==> src/rtl/nonce_search_controller_if.sv <==
// Hasher job bus between the nonce search controller (master) and the
// double-SHA256 hasher (slave). A job transfers on hash_start && hash_ready;
// hash_done strobes once with hash_result for the last accepted job.
interface nonce_search_controller_if;
   logic         hash_start;
   logic         hash_ready;
   logic [639:0] hash_header;
   logic         hash_done;
   logic [255:0] hash_result;

   modport master (
      output hash_start, hash_header,
      input  hash_ready, hash_done, hash_result
   );

   modport slave (
      input  hash_start, hash_header,
      output hash_ready, hash_done, hash_result
   );
endinterface

==> src/rtl/nonce_search_controller.sv <==
// Nonce search controller: latches a block header received from uart_core,
// walks the 32-bit nonce field upward one hasher job at a time, and reports
// the first nonce whose hash has ZERO_BITS leading zero bits.
// Optional feature macro MINER_CONTINUE_SEARCH_EN: when defined, the search
// keeps going after a reported hit instead of returning to IDLE.
module nonce_search_controller #(
   parameter int ZERO_BITS = 32
) (
   input  logic                      clock,
   input  logic                      reset,
   input  logic [639:0]              header_data,
   input  logic                      header_valid,
   nonce_search_controller_if.master hash_bus,
   output logic [31:0]               found_nonce,
   output logic                      found_valid,
   output logic                      busy,
   output logic                      exhausted
);

   typedef enum logic [2:0] {
      IDLE, ISSUE, WAIT, CHECK, REPORT, DRAIN, DONE
   } state_t;

   localparam logic [31:0]  LAST_NONCE = 32'hFFFF_FFFF;
   // Ones over the top ZERO_BITS bits of the hash; a hit has all of them clear.
   localparam logic [255:0] HIT_MASK   = ~({256{1'b1}} >> ZERO_BITS);

   state_t         state;
   logic [639:32]  header_q;
   logic [31:0]    nonce;
   logic [255:0]   result_q;
   logic           start_q;
   logic           hit;

   assign hash_bus.hash_start  = start_q;
   assign hash_bus.hash_header = {header_q, nonce};
   assign hit                  = ((result_q & HIT_MASK) == '0);

   // Search sequencer: header load, job issue/collect, hit check, reporting.
   always_ff @(posedge clock) begin
      if (reset) begin
         // NOTE: all state uses non-blocking assignments so every register
         // samples the values of the previous cycle, whatever the statement order.
         state       <= IDLE;
         header_q    <= '0;
         nonce       <= '0;
         result_q    <= '0;
         start_q     <= 1'b0;
         found_nonce <= '0;
         found_valid <= 1'b0;
         busy        <= 1'b0;
         exhausted   <= 1'b0;
      end else begin
         // NOTE: default first, so found_valid is a one-cycle strobe unless a
         // branch below raises it again.
         found_valid <= 1'b0;

         // A new header always reloads the job template; the state decides
         // what happens to any work in flight.
         if (header_valid) begin
            header_q  <= header_data[639:32];
            nonce     <= header_data[31:0];
            exhausted <= 1'b0;
         end

         case (state)
            IDLE, DONE: begin
               if (header_valid) begin
                  state   <= ISSUE;
                  start_q <= 1'b1;
                  busy    <= 1'b1;
               end
            end

            ISSUE: begin
               // A job accepted in the same cycle as a new header is still
               // outstanding, so it has to be drained before the next issue.
               if (hash_bus.hash_ready) begin
                  start_q <= 1'b0;
                  state   <= header_valid ? DRAIN : WAIT;
               end
            end

            WAIT: begin
               if (header_valid) begin
                  // Same-cycle hash_done retires the old job: reissue at once.
                  state   <= hash_bus.hash_done ? ISSUE : DRAIN;
                  start_q <= hash_bus.hash_done;
               end else if (hash_bus.hash_done) begin
                  result_q <= hash_bus.hash_result;
                  state    <= CHECK;
               end
            end

            CHECK: begin
               if (header_valid) begin
                  state   <= ISSUE;
                  start_q <= 1'b1;
               end else if (hit) begin
                  found_valid <= 1'b1;
                  found_nonce <= nonce;
                  state       <= REPORT;
               end else if (nonce == LAST_NONCE) begin
                  exhausted <= 1'b1;
                  busy      <= 1'b0;
                  state     <= DONE;
               end else begin
                  nonce   <= nonce + 32'd1;
                  start_q <= 1'b1;
                  state   <= ISSUE;
               end
            end

            REPORT: begin
               if (header_valid) begin
                  state   <= ISSUE;
                  start_q <= 1'b1;
               end else begin
`ifdef MINER_CONTINUE_SEARCH_EN
                  if (nonce == LAST_NONCE) begin
                     exhausted <= 1'b1;
                     busy      <= 1'b0;
                     state     <= DONE;
                  end else begin
                     nonce   <= nonce + 32'd1;
                     start_q <= 1'b1;
                     state   <= ISSUE;
                  end
`else
                  busy  <= 1'b0;
                  state <= IDLE;
`endif
               end
            end

            DRAIN: begin
               // The discarded job's result never reaches CHECK.
               if (hash_bus.hash_done) begin
                  start_q <= 1'b1;
                  state   <= ISSUE;
               end
            end

            default: begin
               start_q <= 1'b0;
               busy    <= 1'b0;
               state   <= IDLE;
            end
         endcase
      end
   end

endmodule

==> src/flat_wrapper.sv <==
// flat-port wrapper written by rule: the top's interface ports become plain ports
module nonce_search_controller_flat 
#(
   parameter int ZERO_BITS = 32
)
  (clock, reset, header_data, header_valid, found_nonce, found_valid, busy, exhausted, hash_bus_hash_start, hash_bus_hash_header, hash_bus_hash_ready, hash_bus_hash_done, hash_bus_hash_result);
  nonce_search_controller_if hash_bus_i ();
  input  logic clock;
  input  logic reset;
  input  logic [639:0] header_data;
  input  logic header_valid;
  output logic [31:0] found_nonce;
  output logic found_valid;
  output logic busy;
  output logic exhausted;
  output wire logic [$bits(hash_bus_i.hash_start)-1:0] hash_bus_hash_start;
  output wire logic [$bits(hash_bus_i.hash_header)-1:0] hash_bus_hash_header;
  input wire logic [$bits(hash_bus_i.hash_ready)-1:0] hash_bus_hash_ready;
  input wire logic [$bits(hash_bus_i.hash_done)-1:0] hash_bus_hash_done;
  input wire logic [$bits(hash_bus_i.hash_result)-1:0] hash_bus_hash_result;
  assign hash_bus_hash_start = hash_bus_i.hash_start;
  assign hash_bus_hash_header = hash_bus_i.hash_header;
  assign hash_bus_i.hash_ready = hash_bus_hash_ready;
  assign hash_bus_i.hash_done = hash_bus_hash_done;
  assign hash_bus_i.hash_result = hash_bus_hash_result;
  nonce_search_controller #(.ZERO_BITS(ZERO_BITS)) u_core (.clock(clock), .reset(reset), .header_data(header_data), .header_valid(header_valid), .hash_bus(hash_bus_i), .found_nonce(found_nonce), .found_valid(found_valid), .busy(busy), .exhausted(exhausted));
endmodule
==> config.mk <==
export PLATFORM = sky130hd
export DESIGN_NAME = nonce_search_controller_flat
export DESIGN_NICKNAME = d
export VERILOG_FILES = /design/src/rtl/nonce_search_controller_if.sv /design/src/rtl/nonce_search_controller.sv /design/src/flat_wrapper.sv
export SDC_FILE = /design/constraint.sdc
export NUM_CORES = 1
export LEC_CHECK = 0
export ABC_AREA = 1
export ABC_CLOCK_PERIOD_IN_PS = 3950
export CAP_MARGIN = 20
export CORE_AREA = 2 2 619 621
export CTS_CLUSTER_SIZE = 40
export DETAILED_ROUTE_END_ITERATION = 8
export DIE_AREA = 0 0 621 623
export DONT_BUFFER_PORTS = 1
export PLACE_DENSITY_LB_ADDON = 0.08
export REMOVE_ABC_BUFFERS = 1
export SLEW_MARGIN = 15
export SYNTH_ARGS = -nofsm -noshare
export SYNTH_HDL_FRONTEND = slang
export SYNTH_SLANG_ARGS = --single-unit
==> constraint.sdc <==
create_clock -name clock -period 3.95 [get_ports clock]
set_clock_uncertainty 0.15 [all_clocks]
set_input_delay 0.5925 -clock clock [delete_from_list [all_inputs] [get_ports clock]]
set_output_delay 0.5925 -clock clock [all_outputs]
set_load 0.005 [all_outputs]
==> summary.txt, run 1 <==
Yosys
  – Area leader, netlist: dfxtp_1
  – Post-synth top area share: 54.9%
  – Top cells by area, synth: dfxtp_1, nor2_1, o21ai_0, clkbuf_1, nand2_1
  – Yosys cell types: 38
  – Cells after synthesis: 3418
  – Number of synthesized register bits: between 700 and 800
  – Synthesized cell area: 25900 µm²
  – Average size of a mapped cell: 7.58 µm²
  – Total number of yosys warnings: 0
  – Post-synthesis sequential area ratio: between 50% and 60%

Route
  – Avg WL per Cell: between 20 and 25 µm
  – DR top layer: met5
  – DRT antenna net count: 0
  – Vias/cell: 2.78
  – # DRC: 0
  – Met3 WL post-DR: 17200 µm
  – DR pass1 iterations: 5
  – Vias: 25600
  – Detailed Route Iter0 Violations: 1348
  – Post-Route WL: 196000 µm
  – Metal-1 WL: 76900 µm
  – Met2 routed WL: 96200 µm

Global route
  – Tot GR Track Use: 9.69%
  – Antenna violations before repair: 87
  – Maximum number of pins on one net before global-route repair: between 400 and 500
  – First-pass GRT wire length: 257000 µm
  – Grt ovf: 0
  – Vias in the first global route: 26400

Setup path
  – CP arrival: 3930 ps
  – Worst EP required: 4450 ps
  – CP Class: input port to register
  – CP Launch Type: input port
  – Worst-path fanout max: 438
  – Kind of end point of the critical path: register

Cells and area
  – Area delta synth->final: 66.0%
  – Share of cells above drive strength 1: 5.90%
  – Sequential cell area: 14200 µm²
  – Filler Cell Count: between 40000 and 50000
  – Area of the multi-input gates: a little over 10000 µm²
  – Final net count: 4970
  – Utilization after layout: 11.3%
  – Leading cell type in the layout, fill and taps excluded: nor2_1
  – Final Non-Filler Cells: 9222
  – Most frequent cells in the layout: nor2_1, dlygate4sd3_1, dfxtp_1

Clock tree
  – CTS Buffer Depth: 4
  – CTS sink cnt: 711
  – CTS resizes: 0
  – Clk_lat worst skew: 850 ps
  – Num CTS Buffers: 114
  – Post-CTS Setup Bufs: 0
  – CTS tree: built
  – Root buffer cell: clkbuf_16
  – CTS H-Tree Depth: 3
  – Reg clk slew, reported paths: 60 ps

Pwr
  – Pwr Density: just under 500 nW/µm²
  – Peak VDD IR: 0.328 mV
  – P_leak: 16.0 nW
  – Total Power: 21.2 mW

Timing
  – Tmin final: 3430 ps
  – Hold Slack: 152 ps
  – Slew headroom: -17.3%
  – Fmax: 0.291 GHz
  – Final setup viols: 0
  – Final hold viol count: 0
  – Max Slew Vio Count: 136
  – Slew @ Worst Pin: 1760 ps
  – Crit share post-route: 86.9%
  – Fin worst setup slack: 518 ps
  – Unrepaired setup endpoints after global routing: false

Die
  – Ports: around 1600
  – Die span in y: 623 µm
  – Starting Density: 6.81%
  – Die Area: 387000 µm²
  – Rows: 227
  – CORE AREA: 381000 µm²
  – Die span in x: 621 µm

Run status
  – Failing checks: max-slew violations
  – Outcome: finished, violations left

Placed design
  – Post-placement cell count: about 8300
  – PortBufs: 0
  – Final GP Congestion: 0.817
  – Dpl ws: 720 ps
  – HPWL Detailed: between 100000 and 150000 µm

Hold path
  – Hold Path Class: input port to register

Flow run
  – Max-cap viol count: 0
-- through the flow --
| step | area, µm² | setup TNS, ps |
|---|---|---|
| finish | 43000 | 0 |
| global route | 42900 | 0 |
| CTS | 42900 | 0 |
| detailed placement | 31700 | 0 |
| global placement | 31700 | 0 |
| floorplan | 24900 | -1483930 |
-- area by class of cell --
cell class | instances | share of cell area [%]
inverters | 81 | 0.745
clock inverters | 26 | 0.986
flip-flops and latches | 711 | 33.1
clock buffers | 178 | 7.89
well taps | 5038 | 14.7
diodes | 28 | 0.163
multi-input cells | 2386 | 24.1
repair buffers | 774 | 18.4
-- timing repair --
action,4_1_cts,5_1_grt
endpoints found under the setup margin,0,0
hold buffers,740,0
hold endpoints to repair,678,0
-- power breakdown --
| group | switching [mW] | internal (mW) | leakage, nW |
|---|---|---|---|
| Combinational | 1.25 | 0.926 | 8.28 |
| Clock | 4.28 | 6.44 | 1.85 |
| Sequential | 0.681 | 7.67 | 5.89 |
| Total | 6.21 | 15.0 | 16.0 |
-- routing by layer --
layer	global-route usage (%)	vias up
met5	0	-
met4	2.39	48
met3	3.67	292
met2	17.0	949
met1	11.0	12000
li1	-	12400
-- worst max-delay path, cell delays in order --
cell and delay, ps:
inv_8 970, nand2_2 160, nor2_4 420, inv_2 450
o21ai_0 360, a21oi_1 60
-- cells in the mapped netlist --
cell type,count
nand3_1,42
a21oi_1,67
a31oi_1,3
o21bai_1,1
nand2_8,1
o21a_1,2
nor2_2,5
buf_4,2
nand3_4,1
buf_8,1
buf_1,1
ha_1,1
nand2_4,4
inv_2,7
nand2_2,9
and2_1,2
nor4_1,3
buf_6,8
dfxtp_1,711
o21ai_1,22
nor2_8,3
xor2_1,19
clkbuf_1,211
xnor2_1,1
nand4_1,15
nor2_4,6
inv_1,72
o22ai_1,1
nor3_2,1
nor3_1,6
clkinv_1,1
buf_2,17
nand2_1,139
nor2_1,1348
a211oi_1,1
clkinv_2,1
a21boi_1,1
o21ai_0,682
-- logic make-up (layout without fill, tap and decap cells) --
family | after synthesis | after routing | synth area share (%)
compound gates | 780 | 780 | 15.1
flops | 711 | 711 | 54.9
xor+xnor | 20 | 20 | 0.676
simple gates | 1585 | 1585 | 24.1
other cells | 0 | 28 | 0
fa+ha+maj | 1 | 1 | 0.0483
buf+inv | 321 | 1059 | 5.04
-- flip-flops by register name, indices dropped and copies added, names as in the netlist --
register / count
u_core.busy: 1
u_core.exhausted: 1
u_core.found_nonce: 32
u_core.found_valid: 1
u_core.hash_bus.hash_start: 1
u_core.header_q: 608
u_core.nonce: 32
u_core.result_q: 32
u_core.state: 3
-- path summary, 6_finish.rpt --
kind,slack (ps),cells past startpoint,endpoint,from
min reg2reg,300,2,u_core.result_q[226],u_core.result_q[226]
max reg2reg,870,12,u_core.nonce[16],u_core.nonce[1]
max,520,6,u_core.result_q[225],header_valid
min,150,4,u_core.nonce[18],header_data[18]
Note: power is estimated with default switching activity, not from simulation.
==> inputs of run 2 (changes only) <==
Settings changed: PLACE_DENSITY_LB_ADDON 0.08 to default.
==> run 2 against run 1 <==
Compared with the run above:
- the flow still finishes with violations (max-slew violations)
- total power is 0.15% lower
- final cell count is 0.74% higher
- sequential share of layout area is 0.44 points higher
- hold slack better by 110 ps
- non-clock buffer count is 63 lower
- first-iteration DRC count is 73% higher
- combinational power is 6% higher
- clock-buffer cell count is 46 lower
- critical path depth stayed put
==> summary.txt, run 2 (synthesis gave the netlist of run 1 again) <==
Pwr
  – Total Power: 21.2 mW (-0.15%)
  – Pwr Density: 500 nW/µm² (+1.2%)
  – Peak VDD IR: 0.349 mV (+6.4%)
  – P_leak: 15.5 nW (-3.1%)

Die
  – Ports: 1577 (unchanged)
  – Die span in x: 621 µm (unchanged)
  – CORE AREA: 381000 µm² (unchanged)
  – Starting Density: 6.81% (unchanged)
  – Die span in y: 623 µm (unchanged)
  – Die Area: 387000 µm² (unchanged)
  – Rows: 227 (unchanged)

Route
  – DRT antenna net count: 0 (unchanged)
  – Detailed Route Iter0 Violations: 2329 (+73%)
  – Post-Route WL: 285000 µm (+46%)
  – Vias: 27800 (+8.6%)
  – DR pass1 iterations: 5 (unchanged)
  – Vias/cell: 2.99 (+7.8%)
  – # DRC: 0 (unchanged)
  – Avg WL per Cell: 30.7 µm (+45%)

Global route
  – Grt ovf: 0 (unchanged)
  – First-pass GRT wire length: 345000 µm (+34%)
  – Tot GR Track Use: 14.1% (+4.5 points)
  – Antenna violations before repair: 365 (+320%)
  – Vias in the first global route: 26100 (-1.2%)
  – Maximum number of pins on one net before global-route repair: 566 (+29%)

Clock tree
  – Num CTS Buffers: 103 (-9.6%)
  – CTS tree: built
  – Reg clk slew, reported paths: 70 ps (about the same)
  – CTS sink cnt: 711 (unchanged)
  – Post-CTS Setup Bufs: 0 (unchanged)
  – CTS H-Tree Depth: 3 (unchanged)
  – Hold-fix buffers, CTS: 679 (-8.2%)
  – CTS resizes: 0 (unchanged)
  – Root buffer cell: clkbuf_16
  – Clk_lat worst skew: 880 ps (+30 ps)
  – CTS Buffer Depth: 4 (unchanged)

Timing
  – Max Slew Vio Count: 286 (+110%)
  – Final hold viol count: 0 (unchanged)
  – Hold Slack: 262 ps (+110 ps)
  – Tmin final: 3310 ps (-124 ps)
  – Crit share post-route: 83.8% (-3.1 points)
  – Slew headroom: -54.3% (-37 points)
  – Unrepaired setup endpoints after global routing: false
  – Fin worst setup slack: 642 ps (+124 ps)
  – Setup TNS: 0 ps (unchanged)
  – Slew @ Worst Pin: 2310 ps (+555 ps)
  – Final setup viols: 0 (unchanged)
  – Fmax: 0.302 GHz (+3.7%)

Cells and area
  – Area delta synth->final: 63.9%
  – Top reg by flops: u_core.header_q
  – Leading cell type in the layout, fill and taps excluded: nor2_1
  – Share of cells above drive strength 1: 5.89% (about the same)
  – Most frequent cells in the layout: nor2_1, dfxtp_1, o21ai_0
  – Utilization after layout: 11.2% (-0.15 points)
  – Final net count: 4896 (-1.5%)
  – Number of flip-flops in the largest register: 608 (unchanged)

Hold path
  – Hold Path Class: input port to register

Placed design
  – Dpl ws: 558 ps (-161 ps)
  – HPWL Detailed: 243000 µm (+69%)
  – Final GP Congestion: 0.996 (+22%)
  – PortBufs: 0 (unchanged)

Setup path
  – CP Class: input port to register
  – Kind of end point of the critical path: register
  – Worst-path fanout max: 563 (+29%)
  – CP Cell Sequence: inv_8, nand2_2, nor2_4, inv_2, o21ai_0, a21oi_1
  – Slowest stage delay, CP: 770 ps (-200 ps)
  – CP arrival: 3870 ps (-60 ps)
  – FF-to-FF setup slack: 1250 ps (+380 ps)
  – Worst EP required: 4510 ps (+60 ps)
  – CP top delay family: buffers and inverters
  – CP Launch Type: input port
  – Crit-path slowest cell: inv_8
  – Buf+Inv Stages, Crit Path: 2 (unchanged)

Run status
  – Failing checks: max-slew violations
  – Outcome: finished, violations left

Flow run
  – Max-cap viol count: 0 (unchanged)
-- run 2: changes by cell type in the layout (fill, tap and decap cells not counted), moves of 2 or more --
| cell | previous run | this run |
|---|---|---|
| clkinv_2 | 5 | 14 |
| inv_6 | 3 | 6 |
| dlygate4sd3_1 | 736 | 679 |
| clkbuf_16 | 115 | 104 |
| clkbuf_8 | 28 | 12 |
| diode_2 | 28 | 177 |
| buf_12 | 18 | 10 |
| clkinv_4 | 2 | 4 |
| buf_4 | 19 | 21 |
| clkbuf_1 | 35 | 16 |
| clkinvlp_4 | 5 | 12 |
| bufinv_16 | 9 | 16 |
-- run 2: worst min-delay path: stages --
cell and delay (ps):
dlygate4sd3_1 520, nor2_1 50, nor2_1 80
-- run 2: through the flow --
| step | area (µm²) | cells |
|---|---|---|
| 6_report | 42400 | 9290 |
| 5_1_grt | 42200 | 9202 |
| 4_1_cts | 42000 | 9112 |
| 3_5_place_dp | 31600 | 8247 |
| 3_3_place_gp | 31600 | 8247 |
| 2_1_floorplan | 24900 | 3178 |
-- run 2: area by class of cell --
type	instances	area, µm²
diodes	177	443
clock inverters	54	771
well taps	5038	6300
multi-input cells	2386	10400
fillers	44000	338000
flip-flops and latches	711	14200
repair buffers	711	7180
inverters	81	320
clock buffers	132	2830
-- run 2: power by group --
part	switching (mW)	internal [mW]
Combinational	1.41	0.893
Sequential	1.02	7.67
Clock	4.11	6.11
Total	6.54	14.7
-- run 2: final timing paths --
check,depth (start not counted),endpoint,from
worst max register to register,11,u_core.found_nonce[21],u_core.result_q[232]
worst min-delay path,3,u_core.header_q[566],header_data[566]
worst max-delay path,6,u_core.result_q[232],header_valid
worst min register to register,2,u_core.result_q[234],u_core.result_q[234]
-- run 2: layer usage --
metal / GRT usage [%] / wire length [µm] / part of all wire, % / up-vias
met5: 0 / 1240 / 0.44 / -
met4: 4.57 / 10600 / 3.7 / 194
met3: 6.53 / 31600 / 11 / 570
met2: 24.7 / 139000 / 49 / 1689
met1: 15.0 / 102000 / 36 / 13000
li1: - / - / - / 12400
